[config.mk]
export PLATFORM = sky130hd
export DESIGN_NAME = rmii_rx_mac
export DESIGN_NICKNAME = d
export VERILOG_FILES = /design/src/rtl/rmii_rx_mac.sv
export SDC_FILE = /design/constraint.sdc
export NUM_CORES = 1
export LEC_CHECK = 0
export ABC_AREA = 1
export BUFFER_PORTS_ARGS = -buffer_cell sky130_fd_sc_hd__buf_2
export CAP_MARGIN = 20
export CORE_MARGIN = 1
export CORE_UTILIZATION = 55
export CTS_CLUSTER_DIAMETER = 50
export DETAILED_ROUTE_END_ITERATION = 10
export GPL_ROUTABILITY_DRIVEN = 0
export PLACE_DENSITY = 0.76
export SETUP_SLACK_MARGIN = 0.1
export SYNTH_ARGS = -nofsm -noshare
export SYNTH_HDL_FRONTEND = slang
export SYNTH_SLANG_ARGS = --single-unit
[constraint.sdc]
create_clock -name clk_50_mhz -period 1.8 [get_ports clk_50_mhz]
set_input_delay 0.36 -clock clk_50_mhz [delete_from_list [all_inputs] [get_ports clk_50_mhz]]
set_output_delay 0.36 -clock clk_50_mhz [all_outputs]
set_load 0.1 [all_outputs]
[src/rtl/rmii_rx_mac.sv]
// RMII receive framer: hunts preamble/SFD, packs dibits into bytes and reports
// each frame as a byte stream with sof/eof markers, length and FCS status.
module rmii_rx_mac #(
    parameter int PREAMBLE_MIN = 4,
    parameter int MAX_LEN      = 1522
) (
    input  logic        clk_50_mhz,
    input  logic        rst_n,
    input  logic        crs_dv,
    input  logic [1:0]  rx_d,
    input  logic        rx_er,
    output logic [7:0]  rx_data,
    output logic        rx_valid,
    output logic        rx_sof,
    output logic        rx_eof,
    output logic        rx_err,
    output logic        fcs_ok,
    output logic [10:0] frame_len
);

    localparam logic [31:0] CRC_INIT    = 32'hFFFF_FFFF;
    localparam logic [31:0] CRC_RESIDUE = 32'hDEBB_20E3;

    typedef enum logic [1:0] {S_IDLE, S_PRE, S_DATA, S_DROP} state_t;

    state_t      r_state;
    logic [3:0]  r_pcnt;
    logic [1:0]  r_phase;
    logic [5:0]  r_sh;
    logic [7:0]  r_hold;
    logic [10:0] r_cnt;
    logic [31:0] r_crc;
    logic        r_er;
    logic        r_sof_pend;
    logic        r_dv_d;

    logic        w_cend;
    logic [7:0]  w_byte;
    logic [31:0] w_crc_nx;

    function automatic logic [31:0] crc_byte(input logic [31:0] c, input logic [7:0] b);
        logic [31:0] r;
        r = c;
        for (int i = 0; i < 8; i++)
            r = (r[0] ^ b[i]) ? ((r >> 1) ^ 32'hEDB8_8320) : (r >> 1);
        return r;
    endfunction

    // Two low samples in a row end the carrier; a lone low sample is a stall.
    assign w_cend   = !crs_dv && !r_dv_d;
    assign w_byte   = {rx_d, r_sh};
    assign w_crc_nx = crc_byte(r_crc, w_byte);

    always_ff @(posedge clk_50_mhz or negedge rst_n) begin
        if (!rst_n) begin
            r_state    <= S_IDLE;
            r_pcnt     <= '0;
            r_phase    <= '0;
            r_sh       <= '0;
            r_hold     <= '0;
            r_cnt      <= '0;
            r_crc      <= CRC_INIT;
            r_er       <= 1'b0;
            r_sof_pend <= 1'b0;
            r_dv_d     <= 1'b0;
            rx_data    <= '0;
            rx_valid   <= 1'b0;
            rx_sof     <= 1'b0;
            rx_eof     <= 1'b0;
            rx_err     <= 1'b0;
            fcs_ok     <= 1'b0;
            frame_len  <= '0;
        end else begin
            r_dv_d   <= crs_dv;
            rx_valid <= 1'b0;
            rx_sof   <= 1'b0;
            rx_eof   <= 1'b0;
            rx_err   <= 1'b0;
            fcs_ok   <= 1'b0;
            case (r_state)
                S_IDLE: begin
                    if (crs_dv && rx_d == 2'b01) begin
                        r_state <= S_PRE;
                        r_pcnt  <= 4'd1;
                    end
                end
                S_PRE: begin
                    if (w_cend) begin
                        r_state <= S_IDLE;
                    end else if (crs_dv) begin
                        case (rx_d)
                            2'b01: if (r_pcnt != 4'd15) r_pcnt <= r_pcnt + 4'd1;
                            2'b11: begin
                                if (r_pcnt >= 4'(PREAMBLE_MIN)) begin
                                    r_state    <= S_DATA;
                                    r_phase    <= '0;
                                    r_cnt      <= '0;
                                    r_crc      <= CRC_INIT;
                                    r_er       <= 1'b0;
                                    r_sof_pend <= 1'b1;
                                end else begin
                                    r_state <= S_DROP;
                                end
                            end
                            default: r_state <= S_IDLE;
                        endcase
                    end
                end
                S_DATA: begin
                    if (w_cend) begin
                        if (r_cnt != '0) begin
                            rx_valid  <= 1'b1;
                            rx_data   <= r_hold;
                            rx_sof    <= r_sof_pend;
                            rx_eof    <= 1'b1;
                            rx_err    <= r_er | (r_phase != 2'd0);
                            fcs_ok    <= (r_crc == CRC_RESIDUE);
                            frame_len <= r_cnt;
                        end
                        r_state <= S_IDLE;
                    end else if (crs_dv) begin
                        r_er    <= r_er | rx_er;
                        r_sh    <= w_byte[7:2];
                        r_phase <= r_phase + 2'd1;
                        if (r_phase == 2'd3) begin
                            if (r_cnt == 11'(MAX_LEN)) begin
                                // Byte MAX_LEN+1 is dropped; close out with what we hold.
                                rx_valid  <= 1'b1;
                                rx_data   <= r_hold;
                                rx_sof    <= r_sof_pend;
                                rx_eof    <= 1'b1;
                                rx_err    <= 1'b1;
                                fcs_ok    <= (r_crc == CRC_RESIDUE);
                                frame_len <= r_cnt;
                                r_state   <= S_DROP;
                            end else begin
                                if (r_cnt != '0) begin
                                    rx_valid   <= 1'b1;
                                    rx_data    <= r_hold;
                                    rx_sof     <= r_sof_pend;
                                    r_sof_pend <= 1'b0;
                                end
                                r_hold <= w_byte;
                                r_cnt  <= r_cnt + 11'd1;
                                r_crc  <= w_crc_nx;
                            end
                        end
                    end
                end
                S_DROP: begin
                    if (w_cend) r_state <= S_IDLE;
                end
                default: r_state <= S_IDLE;
            endcase
        end
    end

endmodule

**Yosys cells after proc, flatten, opt, wreduce, memory -nomap -nowiden**

Index checks and enable logic that the tools add are counted.

- $lt $le $gt $ge: 1
- Equal/unequal tests: 28
- Multiplexer cells: 103
- Reduce and logical (&&, ||, !) cells: 21
- Add/subtract/negate cells: 3
- Bitwise logic cells: 20

Operators by type and width:

| kind | count |
|---|---|
| $mux W32 | 16 |
| $mux W11 | 13 |
| $not A13 Y14 | 8 |
| $pmux W32 S2 | 1 |
| $mux W1 | 42 |
| $mux W8 | 5 |
| $eq A32 B32 Y1 const B | 1 |
| $mux W2 | 14 |
| $ne A2 B2 Y1 const B | 13 |
| $pmux W11 S2 | 1 |
| $mux W4 | 5 |
| $ne A3 B3 Y1 const B | 5 |
| $reduce_and A7 Y1 | 2 |
| $reduce_bool A2 Y1 | 6 |
| $add A11 B1 Y11 const B | 1 |
| $eq A11 B11 Y1 const B | 1 |
| $reduce_bool A11 Y1 | 1 |
| $reduce_and A10 Y1 | 1 |
| $reduce_and A5 Y1 | 2 |
| $reduce_and A9 Y1 | 1 |
| $eq A2 B2 Y1 const B | 4 |
| $pmux W2 S2 | 2 |
| $pmux W2 S4 | 1 |
| $pmux W4 S2 | 1 |
| other kinds (15) | 29 |

- Logic and storage cells: 193
- Input port bits: 6
- Register bits after elaboration: 92
- Output and inout bits: 24

**Depth between registers and ports, before layout**

Gate-level depths: netlist of the first run.

- Depth after elaboration: 21
- Gate-level depth with buffers: 13
- Gate-level depth less buffers: 13

**Worst setup path after synthesis of the first run**

OpenSTA, ideal clock, no wires.

- Path kind: register to register
- Start: reg r_cnt[0]
- End: reg r_hold[7]
- Setup slack: -27 ps
- Required time: 1,673 ps
- Cell stages (with the launch flop): 11
- Arrival: 1,700 ps
- Period minus slack after synthesis: 1,827 ps
- Setup time: 127 ps
- Path buffers: 1
- Cell sequence: dfrtp_1 > inv_1 > ha_1 > nand2_1 > nor3_1 > nand3_1 > nand2_1 > a21oi_4 > inv_2 > buf_2 > o21ai_0

- Word-level cells in the longest chain between the ends: 3

Ends and longest elaborated chain:

| item | RTL line | RTL |
|---|---|---|
| from (decl) | 31 | `logic [10:0] r_cnt;` |
| from (signal assigned) | 144 | `r_cnt <= r_cnt + 11'd1;` |
| $eq A11 B11 Y1 | 126 | `if (r_cnt == 11'(MAX_LEN)) begin` |
| $not A1 Y1 (no source line) | n/a |  |
| $reduce_and A5 Y1 (no source line) | n/a |  |
| to (signal assigned) | 143 | `r_hold <= w_byte;` |
| to (decl) | 30 | `logic [7:0] r_hold;` |

Every way passes these cells.
A chain may end at the register's enable or synchronous reset.

**Worst setup path after layout of the first run**

- Start: reg r_cnt[0]
- End: reg r_crc[14]

- Word-level cells in the longest chain between the ends: 3

Ends and longest elaborated chain:

| item | RTL line | RTL |
|---|---|---|
| $eq A11 B11 Y1 | 126 |  |
| $ne A2 B2 Y1 (no source line) | n/a |  |
| $reduce_and A9 Y1 (no source line) | n/a |  |
| to (signal assigned) | 145 | `r_crc <= w_crc_nx;` |
| to (decl) | 32 | `logic [31:0] r_crc;` |

Every way passes these cells.

==> impl_summary.log, run 1 <==
INFO  metric worst_clock_skew = between 0.015 and 0.02 ns
INFO  metric cts.sinks = 92
INFO  metric finalWorstPathRequiredPeriod = 1.92 ns
INFO  metric postSynth.topFlopCell = sky130_fd_sc_hd__dfrtp_1
INFO  metric cp-start-kind = flop
INFO  metric synth_enable_flop_cells = 0
INFO  metric worst-r2r-cell-count = 10
INFO  metric fmaxAchievable = around 520 MHz
INFO  metric rsz0062_at_grt = true
INFO  metric synthesized_area = between 5000 and 6000 sq um
INFO  metric r2r-start = r_cnt[0]
INFO  metric clock_network_latency_to_the_later_pin_of_the_worst_skew_pair = 0.37 ns
INFO  metric yosysTopAreaCell = sky130_fd_sc_hd__dfrtp_1
INFO  metric die-width = a little under 100 microns
INFO  metric io_pins = 30
INFO  metric synth.yosys.seq_area_share = roughly 45%
INFO  metric power.density_cell_area = approximately 2100 nW/um^2
INFO  metric async_flop_share = 100%
INFO  metric number_of_max_capacitance_violations_reported = 0
INFO  metric route.detailed.vias_per_inst = about 5.8
INFO  metric most-common-layout-cells = sky130_fd_sc_hd__nand2_1, sky130_fd_sc_hd__inv_1, sky130_fd_sc_hd__dfrtp_1
INFO  metric drt_drc_violations_left = 0
INFO  metric setup.worst_path.start = r_cnt[0]
INFO  metric die-area = 9760 sq um
INFO  metric net_count_after_synthesis = slightly below 700
INFO  metric detailroute.via_count = ~5200
INFO  metric layout_worst_path_cycle_share = 106%
INFO  metric unique_masters_post_synth = 37
INFO  metric root_buffer = sky130_fd_sc_hd__clkbuf_8
INFO  metric cts_tree = built
INFO  metric cp_data_arrival_time = about 2.2 ns
INFO  metric leading_cell_type_in_the_layout_fill_and_taps_excluded = sky130_fd_sc_hd__nand2_1
INFO  metric globalRouteTotalUtil = 28.5%
INFO  metric synthCells = between 600 and 700
INFO  metric min-delay-path-class = input pin to flop
INFO  metric antenna_found_initial = 0
INFO  metric worst_r2r_endpoint = r_crc[14]
INFO  metric max_slew.worst_pin.slew = a little under 0.6 ns
INFO  metric initial_core_util = 58.0%
INFO  metric postLayoutCoreUtil = between 70% and 80%
INFO  metric first_pass_iters = 6
INFO  metric antenna-diode-count = 0
INFO  metric first_iter_violations = between 400 and 500
INFO  metric hold_path.startpoint = crs_dv
INFO  metric numCtsBuffers = 9
INFO  metric worstSetupEndpointType = flop
INFO  metric drt-total-wl = about 16 mm
INFO  metric synthesis.yosys.warnings = 0
INFO  metric final-setup-viol-count = 3
INFO  metric yosys.area.top_type_share = between 20 and 30%
INFO  metric reg2reg_setup_slack = -0.12 ns
INFO  metric timing.final.ws_setup = -0.116 ns
INFO  metric failing_checks = setup timing
INFO  metric grt_first_pass_wirelength = roughly 22 mm
INFO  metric wl_per_cell = around 18 microns
INFO  metric grt_overflow_total = 0
INFO  metric place.detailed.hpwl = 9.68 mm
INFO  metric synthesis.area_per_instance = roughly 7.6 sq um
INFO  metric postRouteAntennaNets = 0
INFO  metric hold_viol_final = 0
INFO  metric io_buffer_count = 29
INFO  metric first_global_vias = 4595
INFO  metric clockBufferDepth = 2
INFO  metric fraction_of_final_layout_cells_with_drive_strength_greater_than_1 = between 30% and 40%
INFO  metric die-height = 98.8 microns
INFO  metric crit_fanout = 5
INFO  metric max_slew_margin = 59.9%
INFO  metric hold_path_depth = 1
INFO  metric slew_viol_final = 0
INFO  metric worst_ep_required_time = around 2.1 ns
INFO  metric pin_count_of_the_biggest_net_entering_global_routing = 29
INFO  metric hold_path_end = r_dv_d
INFO  metric finalSetupTns = -0.179 ns
INFO  metric num_rows = 34
INFO  metric leakagePower = 3.35 nW
INFO  metric p_total = 14.6 mW
INFO  metric ys_top_cells_by_area = sky130_fd_sc_hd__dfrtp_1, sky130_fd_sc_hd__nand2_1, sky130_fd_sc_hd__dfstp_2
INFO  metric vdd_drop_max = approximately 1.1 mV
INFO  metric cts.reportedPaths.clkPinSlew = 0.09 ns
INFO  metric core_area = between 8000 and 9000 sq um
INFO  metric ys_seq_elements = between 90 and 100
INFO  metric final_net_count = roughly 800
INFO  metric criticalPathCategory = flop to flop
INFO  metric area_growth_syn_to_layout = 32.5%
INFO  metric cts.htree.levels = 3
INFO  metric outcome = finished, violations left
-- registers in the layout, summed over array words and instances, names as in the netlist, 2 cells and up --
register / cells
r_phase: 2
frame_len: 11
r_cnt: 11
r_pcnt: 4
r_crc: 32
r_state: 2
r_sh: 6
r_hold: 8
rx_data: 8
-- stage by stage --
stage               std cells  worst slack [ns]  hold slack [ns]  instance area, sq um
floorplan                 675             0.102           0.0644                  5170
global placement          848            0.0820            0.302                  5820
detailed placement        848            0.0316            0.306                  5820
CTS                       867            0.0370            0.204                  6120
global route              886            -0.157            0.208                  6830
finish                    886            -0.116            0.203                  6830
-- where the power goes --
| group | internal (mW) | total (mW) | switching, mW |
|---|---|---|---|
| logic | 3.47 | 9.37 | 5.90 |
| registers | 3.01 | 3.69 | 0.681 |
| clock network | 0.814 | 1.56 | 0.744 |
| total | 7.30 | 14.6 | 7.33 |
-- worst max-delay path by stage --
stage	end	slack, ns
2_1_floorplan	r_hold[6]	0.10
3_3_place_gp	r_crc[21]	0.08
3_5_place_dp	r_crc[17]	0.03
4_1_cts	r_crc[21]	0.04
5_1_grt	r_crc[14]	-0.16
6_report	r_crc[14]	-0.12
-- kinds of logic (layout without fill, tap and decap cells) --
logic type	Yosys count	count (layout)	synth area share, %
AND/OR/NAND/NOR	356	357	29.0
AO/OA/AOI/OAI	94	94	10.7
flip-flops	92	92	45.4
buffers and inverters	89	191	6.99
XOR/XNOR	38	38	6.46
adder cells (fa/ha/maj)	6	6	1.46
-- timing repair --
action | 4_1_cts | 5_1_grt
gates resized for setup | 13 | 157
gates cloned | 1 | 7
setup endpoints to repair | 43 | 70
hold endpoints to repair | 21 | 0
pin swaps | 2 | 31
hold buffers | 1 | 0
setup buffers | 2 | 13
-- worst max-delay path, stage by stage, from the launching register on --
cell	delay, ns
sky130_fd_sc_hd__dfrtp_1	0.40
sky130_fd_sc_hd__inv_2	0.09
sky130_fd_sc_hd__ha_4	0.14
sky130_fd_sc_hd__nand2_4	0.05
sky130_fd_sc_hd__nor3_4	0.21
sky130_fd_sc_hd__nand3_2	0.13
sky130_fd_sc_hd__nand2_4	0.16
sky130_fd_sc_hd__a21oi_4	0.12
sky130_fd_sc_hd__buf_2	0.20
sky130_fd_sc_hd__o21ai_0	0.24
sky130_fd_sc_hd__inv_1	0.10
-- synth_stat cells, drive strengths merged (2+ instances only) --
library cell  count
nor2             34
nor3             12
nand4            13
nand2           248
nand3b            2
xnor2            10
dfrtp            60
ha                6
dfstp            32
clkbuf            3
nor4              5
nand3            40
a22oi             7
xor2             28
a21oi            13
buf              12
inv              74
o21ai            60
o31ai             6
o211ai            3
-- metal layers --
layer	up-vias	wire length, microns	GRT usage (%)
met5	-	0	0
met4	0	656	8.04
met3	80	1350	5.67
met2	314	7370	47.6
met1	2418	6230	37.7
li1	2369	-	-
-- layout make-up --
type,instances,area [sq um]
Tap cell,108,135
Multi-Input combinational cell,495,2940
Clock buffer,11,141
Inverter,74,285
Sequential cell,92,2340
Timing Repair Buffer,102,912
Clock inverter,4,73.8
Fill cell,558,2060
(Power assumes the default switching activity.)
==> run 2, diff against run 1 <==
ABC_AREA = not set   (was 1)
CORE_MARGIN = not set   (was 1)
clock period = 1.7 ns   (was 1.8 ns; I/O delays follow)
==> impl_summary.log, run 2 <==
INFO  metric outcome = finished, violations left
INFO  metric failing_checks = setup timing
INFO  metric synthMostInstantiatedCell = sky130_fd_sc_hd__dfrtp_1
INFO  metric clock_network_latency_to_the_later_pin_of_the_worst_skew_pair = approximately 0.38 ns
INFO  metric postSynth.topFlopCell = sky130_fd_sc_hd__dfrtp_1
INFO  metric synth.yosys.seq_area_share = around half
INFO  metric max_slew.worst_pin.slew = 0.510 ns
INFO  metric drt_drc_violations_left = 0
INFO  metric numCtsBuffers = 9
INFO  metric fraction_of_final_layout_cells_with_drive_strength_greater_than_1 = 56.2%
INFO  metric layout.filler_cells = 408
INFO  metric synthesis.yosys.warnings = 0
INFO  metric num_rows = 33
INFO  metric grt_overflow_total = 0
INFO  metric fmaxAchievable = 492 MHz
INFO  metric core_area = between 8000 and 9000 sq um
INFO  metric hold_viol_final = 0
INFO  metric grt_first_pass_wirelength = a little over 20 mm
INFO  metric unique_masters_post_synth = between 40 and 50
INFO  metric crit_fanout = 12
INFO  metric ys_top_cells_by_count = sky130_fd_sc_hd__dfrtp_1, sky130_fd_sc_hd__xnor2_1, sky130_fd_sc_hd__nor2_1
INFO  metric rsz0062_at_grt = true
INFO  metric hold_path_depth = 1
INFO  metric layout_worst_path_cycle_share = 120%
INFO  metric place.detailed.hpwl = just over 7 mm
INFO  metric antenna_found_initial = 0
INFO  metric largest-register = r_crc
INFO  metric initial_core_util = between 50% and 60%
INFO  metric first_pass_iters = 5
INFO  metric die-width = ~95 microns
INFO  metric final-setup-viol-count = 75
INFO  metric reg.largest.list = r_crc: 32 flops, frame_len: 11 flops, r_cnt: 11 flops
INFO  metric die-height = ~95 microns
INFO  metric first_global_vias = roughly 3800
INFO  metric io_pins = 30
INFO  metric yosys.area.top_type_share = 31.7%
INFO  metric ys_top_cells_by_area = sky130_fd_sc_hd__dfrtp_1, sky130_fd_sc_hd__dfstp_2, sky130_fd_sc_hd__xnor2_1
INFO  metric cts.reportedPaths.clkPinSlew = 0.10 ns
INFO  metric synth_enable_flop_cells = 0
INFO  metric drt-total-wl = ~14 mm
INFO  metric pin_count_of_the_biggest_net_entering_global_routing = 35
INFO  metric multi_input_comb_area = about 3000 sq um
INFO  metric number_of_max_capacitance_violations_reported = 0
INFO  metric cts_tree = built
INFO  metric most-common-layout-cells = sky130_fd_sc_hd__dfrtp_1, sky130_fd_sc_hd__buf_4, sky130_fd_sc_hd__xnor2_1
INFO  metric max_slew_margin = around two thirds
INFO  metric clockBufferDepth = 2
INFO  metric final_net_count = between 500 and 600
INFO  metric worst_ep_required_time = between 1.5 and 2 ns
INFO  metric cp-start-kind = flop
INFO  metric net_count_after_synthesis = between 400 and 500
INFO  metric async_flop_share = 100%
INFO  metric slew_viol_final = 0
INFO  metric largest_reg_flops = 32
INFO  metric wl_per_cell = roughly 23 microns
INFO  metric synthesis.area_per_instance = approximately 11 sq um
INFO  metric root_buffer = sky130_fd_sc_hd__clkbuf_8
INFO  metric cts.htree.levels = 3
INFO  metric synthCells = about 410
INFO  metric leading_cell_type_in_the_layout_fill_and_taps_excluded = sky130_fd_sc_hd__dfrtp_1
INFO  metric timing.hold.ws = between 0.15 and 0.2 ns
INFO  metric synthesized_area = about 4700 sq um
INFO  metric finalWorstPathRequiredPeriod = between 2 and 2.5 ns
INFO  metric timing.final.ws_setup = -0.332 ns
INFO  metric area_growth_syn_to_layout = 41.8%
INFO  metric postRouteAntennaNets = 0
INFO  metric cp_data_arrival_time = 2.30 ns
INFO  metric yosysTopAreaCell = sky130_fd_sc_hd__dfrtp_1
INFO  metric criticalPathCategory = flop to flop
INFO  metric detailroute.via_count = approximately 3800
INFO  metric worstSetupEndpointType = flop
INFO  metric worst_clock_skew = between 0.015 and 0.02 ns
INFO  metric globalRouteTotalUtil = ~31%
INFO  metric first_iter_violations = between 200 and 300
INFO  metric ys_seq_elements = around 90
INFO  metric cts.sinks = 92
INFO  metric route.detailed.vias_per_inst = around 6
INFO  metric io_buffer_count = 29
INFO  metric antenna-diode-count = 0
INFO  metric die-area = 8980 sq um
INFO  metric min-delay-path-class = input pin to flop
INFO  metric layout.area.seq = 2340 sq um
INFO  metric worst-r2r-cell-count = 8
## run 2: per-layer routing
| metal | track usage [%] | share of wire, % |
|---|---|---|
| met4 | 15.4 | 5.5 |
| met1 | 39.4 | 40 |
| met2 | 50.8 | 49 |
| met5 | 0 | 0 |
| met3 | 6.52 | 6.0 |
## run 2: final timing paths
kind | start | end | slack, ns
max | r_cnt[0] | frame_len[9] | -0.33
min | crs_dv | r_dv_d | 0.19
max reg2reg | r_cnt[0] | frame_len[9] | -0.33
min reg2reg | frame_len[5] | frame_len[5] | 0.51
max in group asynchronous | rst_n | r_crc[4] | 0.62
min in group asynchronous | rst_n | r_cnt[0] | 0.46
## run 2: cells by family (layout without fill, tap and decap cells)
kind of cell / after synthesis / count (layout) / share of synthesized area, %
compound gates: 59 / 59 / 7.06
flops: 92 / 92 / 49.5
fa+ha+maj: 6 / 6 / 1.59
xor+xnor: 83 / 83 / 18.3
mux: 33 / 33 / 8.56
simple gates: 114 / 115 / 12.6
buf+inv: 25 / 133 / 2.48
## run 2: worst max-delay path, cell delays in order, from the launching register on
cell and delay [ns]:
sky130_fd_sc_hd__dfrtp_1 0.42, sky130_fd_sc_hd__inv_2 0.12, sky130_fd_sc_hd__ha_4 0.15, sky130_fd_sc_hd__nor4b_4 0.20
sky130_fd_sc_hd__nand3b_1 0.21, sky130_fd_sc_hd__a32oi_2 0.30, sky130_fd_sc_hd__nor2_4 0.06, sky130_fd_sc_hd__buf_12 0.16
sky130_fd_sc_hd__mux2_4 0.30
## run 2: area by class of cell
cell class                      count  share of cell area, %
Multi-Input combinational cell    296                   44.2
Sequential cell                    92                   34.9
Inverter                            8                  0.448
Tap cell                          105                   1.96
Timing Repair Buffer              109                   15.4
Clock inverter                      5                  0.876
Clock buffer                       11                   2.26
## run 2: per-stage QoR
step / std cells / area [sq um] / setup WS (ns) / utilization (%) / TNS (ns)
after global routing: 626 / 6710 / -0.353 / 81.3 / -21.29
after CTS: 622 / 6440 / -0.210 / 78.0 / -11.02
after detailed placement: 588 / 5510 / -0.328 / 66.8 / -14.55
after floorplan: 412 / 4840 / -0.219 / - / -3.15
final: 626 / 6710 / -0.332 / 81.3 / -17.49
after global placement: 588 / 5510 / -0.296 / 66.8 / -12.90
## run 2: what timing repair did
| item | CTS | global route |
|---|---|---|
| endpoints found under the hold margin | 14 | 0 |
| hold buffers | 1 | 0 |
| pin swaps | 9 | 14 |
| buffers inserted | 10 | 3 |
| setup endpoints to repair | 76 | 77 |
| resized for setup | 117 | 40 |
| cloned | 8 | 2 |
Power of run 2 is left out: the tool's default activity adds up to more than one toggle a clock period on the data nets, which glitch-free logic cannot reach.
==> run 3, diff against run 2 <==
clock period = 1.6 ns   (was 1.7 ns; I/O delays follow)
==> impl_summary.log, run 3 (synthesis results as in run 2) <==
INFO  metric outcome = finished, violations left
INFO  metric failing_checks = setup timing
INFO  metric power.density_cell_area = between 2000 and 3000 nW/um^2
INFO  metric max_slew_margin = 66.7%
INFO  metric pin_count_of_the_biggest_net_entering_global_routing = 39
INFO  metric globalRouteTotalUtil = between 20% and 30%
INFO  metric fraction_of_final_layout_cells_with_drive_strength_greater_than_1 = 56.2%
INFO  metric first_iter_violations = around 220
INFO  metric crit_fanout = 9
INFO  metric criticalPathCategory = flop to flop
INFO  metric min-delay-path-class = input pin to flop
INFO  metric layout.filler_cells = 421
INFO  metric reg.largest.list = r_crc: 32 flops, frame_len: 11 flops, r_cnt: 11 flops
INFO  metric grt_first_pass_wirelength = about 18 mm
INFO  metric root_buffer = sky130_fd_sc_hd__clkbuf_8
INFO  metric antenna_found_initial = 0
INFO  metric cpMaxStageDelayCell = sky130_fd_sc_hd__or3_4
INFO  metric layout_worst_path_cycle_share = 127%
INFO  metric cts.sinks = 92
INFO  metric most-common-layout-cells = sky130_fd_sc_hd__buf_4, sky130_fd_sc_hd__dfrtp_1, sky130_fd_sc_hd__xnor2_1
INFO  metric postRouteAntennaNets = 0
INFO  metric num_rows = 33
INFO  metric io_buffer_count = 29
INFO  metric number_of_max_capacitance_violations_reported = 0
INFO  metric largest_reg_flops = 32
INFO  metric worst_r2r_endpoint = r_crc[15]
INFO  metric die-height = roughly 95 microns
INFO  metric core_area = 8260 sq um
INFO  metric finalWorstPathRequiredPeriod = around 2.0 ns
INFO  metric cts.htree.levels = 3
INFO  metric largest-register = r_crc
INFO  metric vdd_drop_max = about 1.5 mV
INFO  metric place_worst_setup_slack = -0.377 ns
INFO  metric final_cells = roughly 640
INFO  metric hold_viol_final = 0
INFO  metric hold_path_depth = 3
INFO  metric worst_ep_required_time = 1.89 ns
INFO  metric place.detailed.hpwl = between 7 and 8 mm
INFO  metric first_global_vias = between 3000 and 4000
INFO  metric detailroute.via_count = slightly below 4000
INFO  metric finalSetupTns = -26.79 ns
INFO  metric clockBufferDepth = 2
INFO  metric crit_path_cell_trace = or3_4 -> nor4_4 -> buf_4 -> buf_8 -> o21bai_4 -> buf_6 -> nor2_1 -> a31oi_1
INFO  metric reg2reg_setup_slack = -0.43 ns
INFO  metric final_net_count = between 500 and 600
INFO  metric area_growth_syn_to_layout = 42.5%
INFO  metric dpl.cell_count = 605
INFO  metric first_pass_iters = 5
INFO  metric cts.reportedPaths.clkPinSlew = about 0.1 ns
INFO  metric die-area = 8980 sq um
INFO  metric layout.area.seq = around 2300 sq um
INFO  metric die-width = approximately 95 microns
INFO  metric clock_network_latency_to_the_later_pin_of_the_worst_skew_pair = ~0.37 ns
INFO  metric r2r-start = r_cnt[3]
INFO  metric multi_input_comb_area = between 2000 and 3000 sq um
INFO  metric wl_per_cell = approximately 22 microns
INFO  metric leading_cell_type_in_the_layout_fill_and_taps_excluded = sky130_fd_sc_hd__buf_4
INFO  metric numCtsBuffers = 9
INFO  metric rsz0062_at_grt = true
INFO  metric cp-start-kind = flop
INFO  metric worstSetupEndpointType = flop
INFO  metric grt_overflow_total = 0
INFO  metric fmaxAchievable = around 490 MHz
INFO  metric worst-r2r-cell-count = 8
INFO  metric drt-total-wl = around 14 mm
INFO  metric timing.hold.ws = about 0.22 ns
INFO  metric timing.final.ws_setup = -0.429 ns
INFO  metric io_pins = 30
INFO  metric max_slew.worst_pin.slew = 0.503 ns
INFO  metric cp_slowest_stage_delay = ~0.42 ns
INFO  metric drt_drc_violations_left = 0
INFO  metric hold_path.startpoint = rx_er
INFO  metric final-setup-viol-count = 77
INFO  metric route.detailed.vias_per_inst = 6.02
INFO  metric initial_core_util = 57.3%
INFO  metric hold_path_end = r_er
INFO  metric worst_clock_skew = between 0.015 and 0.02 ns
INFO  metric cts_tree = built
INFO  metric cp_data_arrival_time = ~2.3 ns
INFO  metric antenna-diode-count = 0
INFO  metric leakagePower = 2.89 nW
INFO  metric slew_viol_final = 0
[run 3: cell count changes in the layout (fill, tap and decap cells not counted), moves of 4 or more]
| cell | before | now |
|---|---|---|
| sky130_fd_sc_hd__clkbuf_4 | 0 | 13 |
| sky130_fd_sc_hd__a21oi_2 | 22 | 16 |
| sky130_fd_sc_hd__a21oi_1 | 13 | 19 |
| sky130_fd_sc_hd__buf_16 | 6 | 0 |
| sky130_fd_sc_hd__buf_2 | 28 | 15 |
| sky130_fd_sc_hd__buf_4 | 57 | 73 |
| sky130_fd_sc_hd__nor2_2 | 1 | 6 |
| sky130_fd_sc_hd__nor2_1 | 16 | 20 |
| sky130_fd_sc_hd__nor3_1 | 5 | 1 |
| sky130_fd_sc_hd__nor2_4 | 34 | 25 |
[run 3: area by class of cell]
cell class	count	share of cell area, %
sequential	92	34.7
timing repair buffer	125	16.8
inverter	8	0.445
tap	105	1.95
clock buffer	10	1.89
multi-input combinational	296	43.2
clock inverter	5	0.928
[run 3: critical path: cells and delay by family, from the launching register on]
kind / cells / cell delay, ns
AO/OA/AOI/OAI: 2 / 0.21
AND/OR/NAND/NOR: 3 / 0.80
buffers and inverters: 3 / 0.54
flip-flops: 1 / 0.40
[run 3: what timing repair did]
action,4_1_cts,5_1_grt
gates resized for setup,23,104
hold endpoints to repair,7,0
buffers inserted,7,6
endpoints found under the setup margin,77,91
cloned,2,7
pin swaps,12,15
hold buffers,1,0
[run 3: layer usage]
metal / track usage, % / up-vias / wire length, microns
li1: - / 1647 / -
met1: 35.0 / 1961 / 5630
met2: 46.9 / 190 / 7190
met3: 3.86 / 61 / 754
met4: 10.1 / 0 / 659
met5: 0 / - / 0
[run 3: worst max path at each step]
stage,start,to,slack [ns]
CTS,r_cnt[9],frame_len[3],-0.34
detailed placement,r_cnt[0],r_hold[4],-0.38
finish,r_cnt[3],r_crc[15],-0.43
global placement,r_cnt[0],r_hold[4],-0.33
global route,r_cnt[0],frame_len[0],-0.49
floorplan,r_cnt[2],frame_len[0],-0.32
[run 3: metrics by stage]
step	cell area [sq um]	total power, mW	utilization, %
5_1_grt	6740	18.2	81.7
3_5_place_dp	5800	14.2	70.2
4_1_cts	6170	16.0	74.7
2_1_floorplan	4970	11.3	-
6_report	6740	17.4	81.7
3_3_place_gp	5800	13.9	70.2
[run 3: report_power, final]
group	switching [mW]	internal [mW]	total [mW]
sequential	0.933	3.28	4.21
combinational	5.78	5.84	11.6
clock	0.877	0.727	1.60
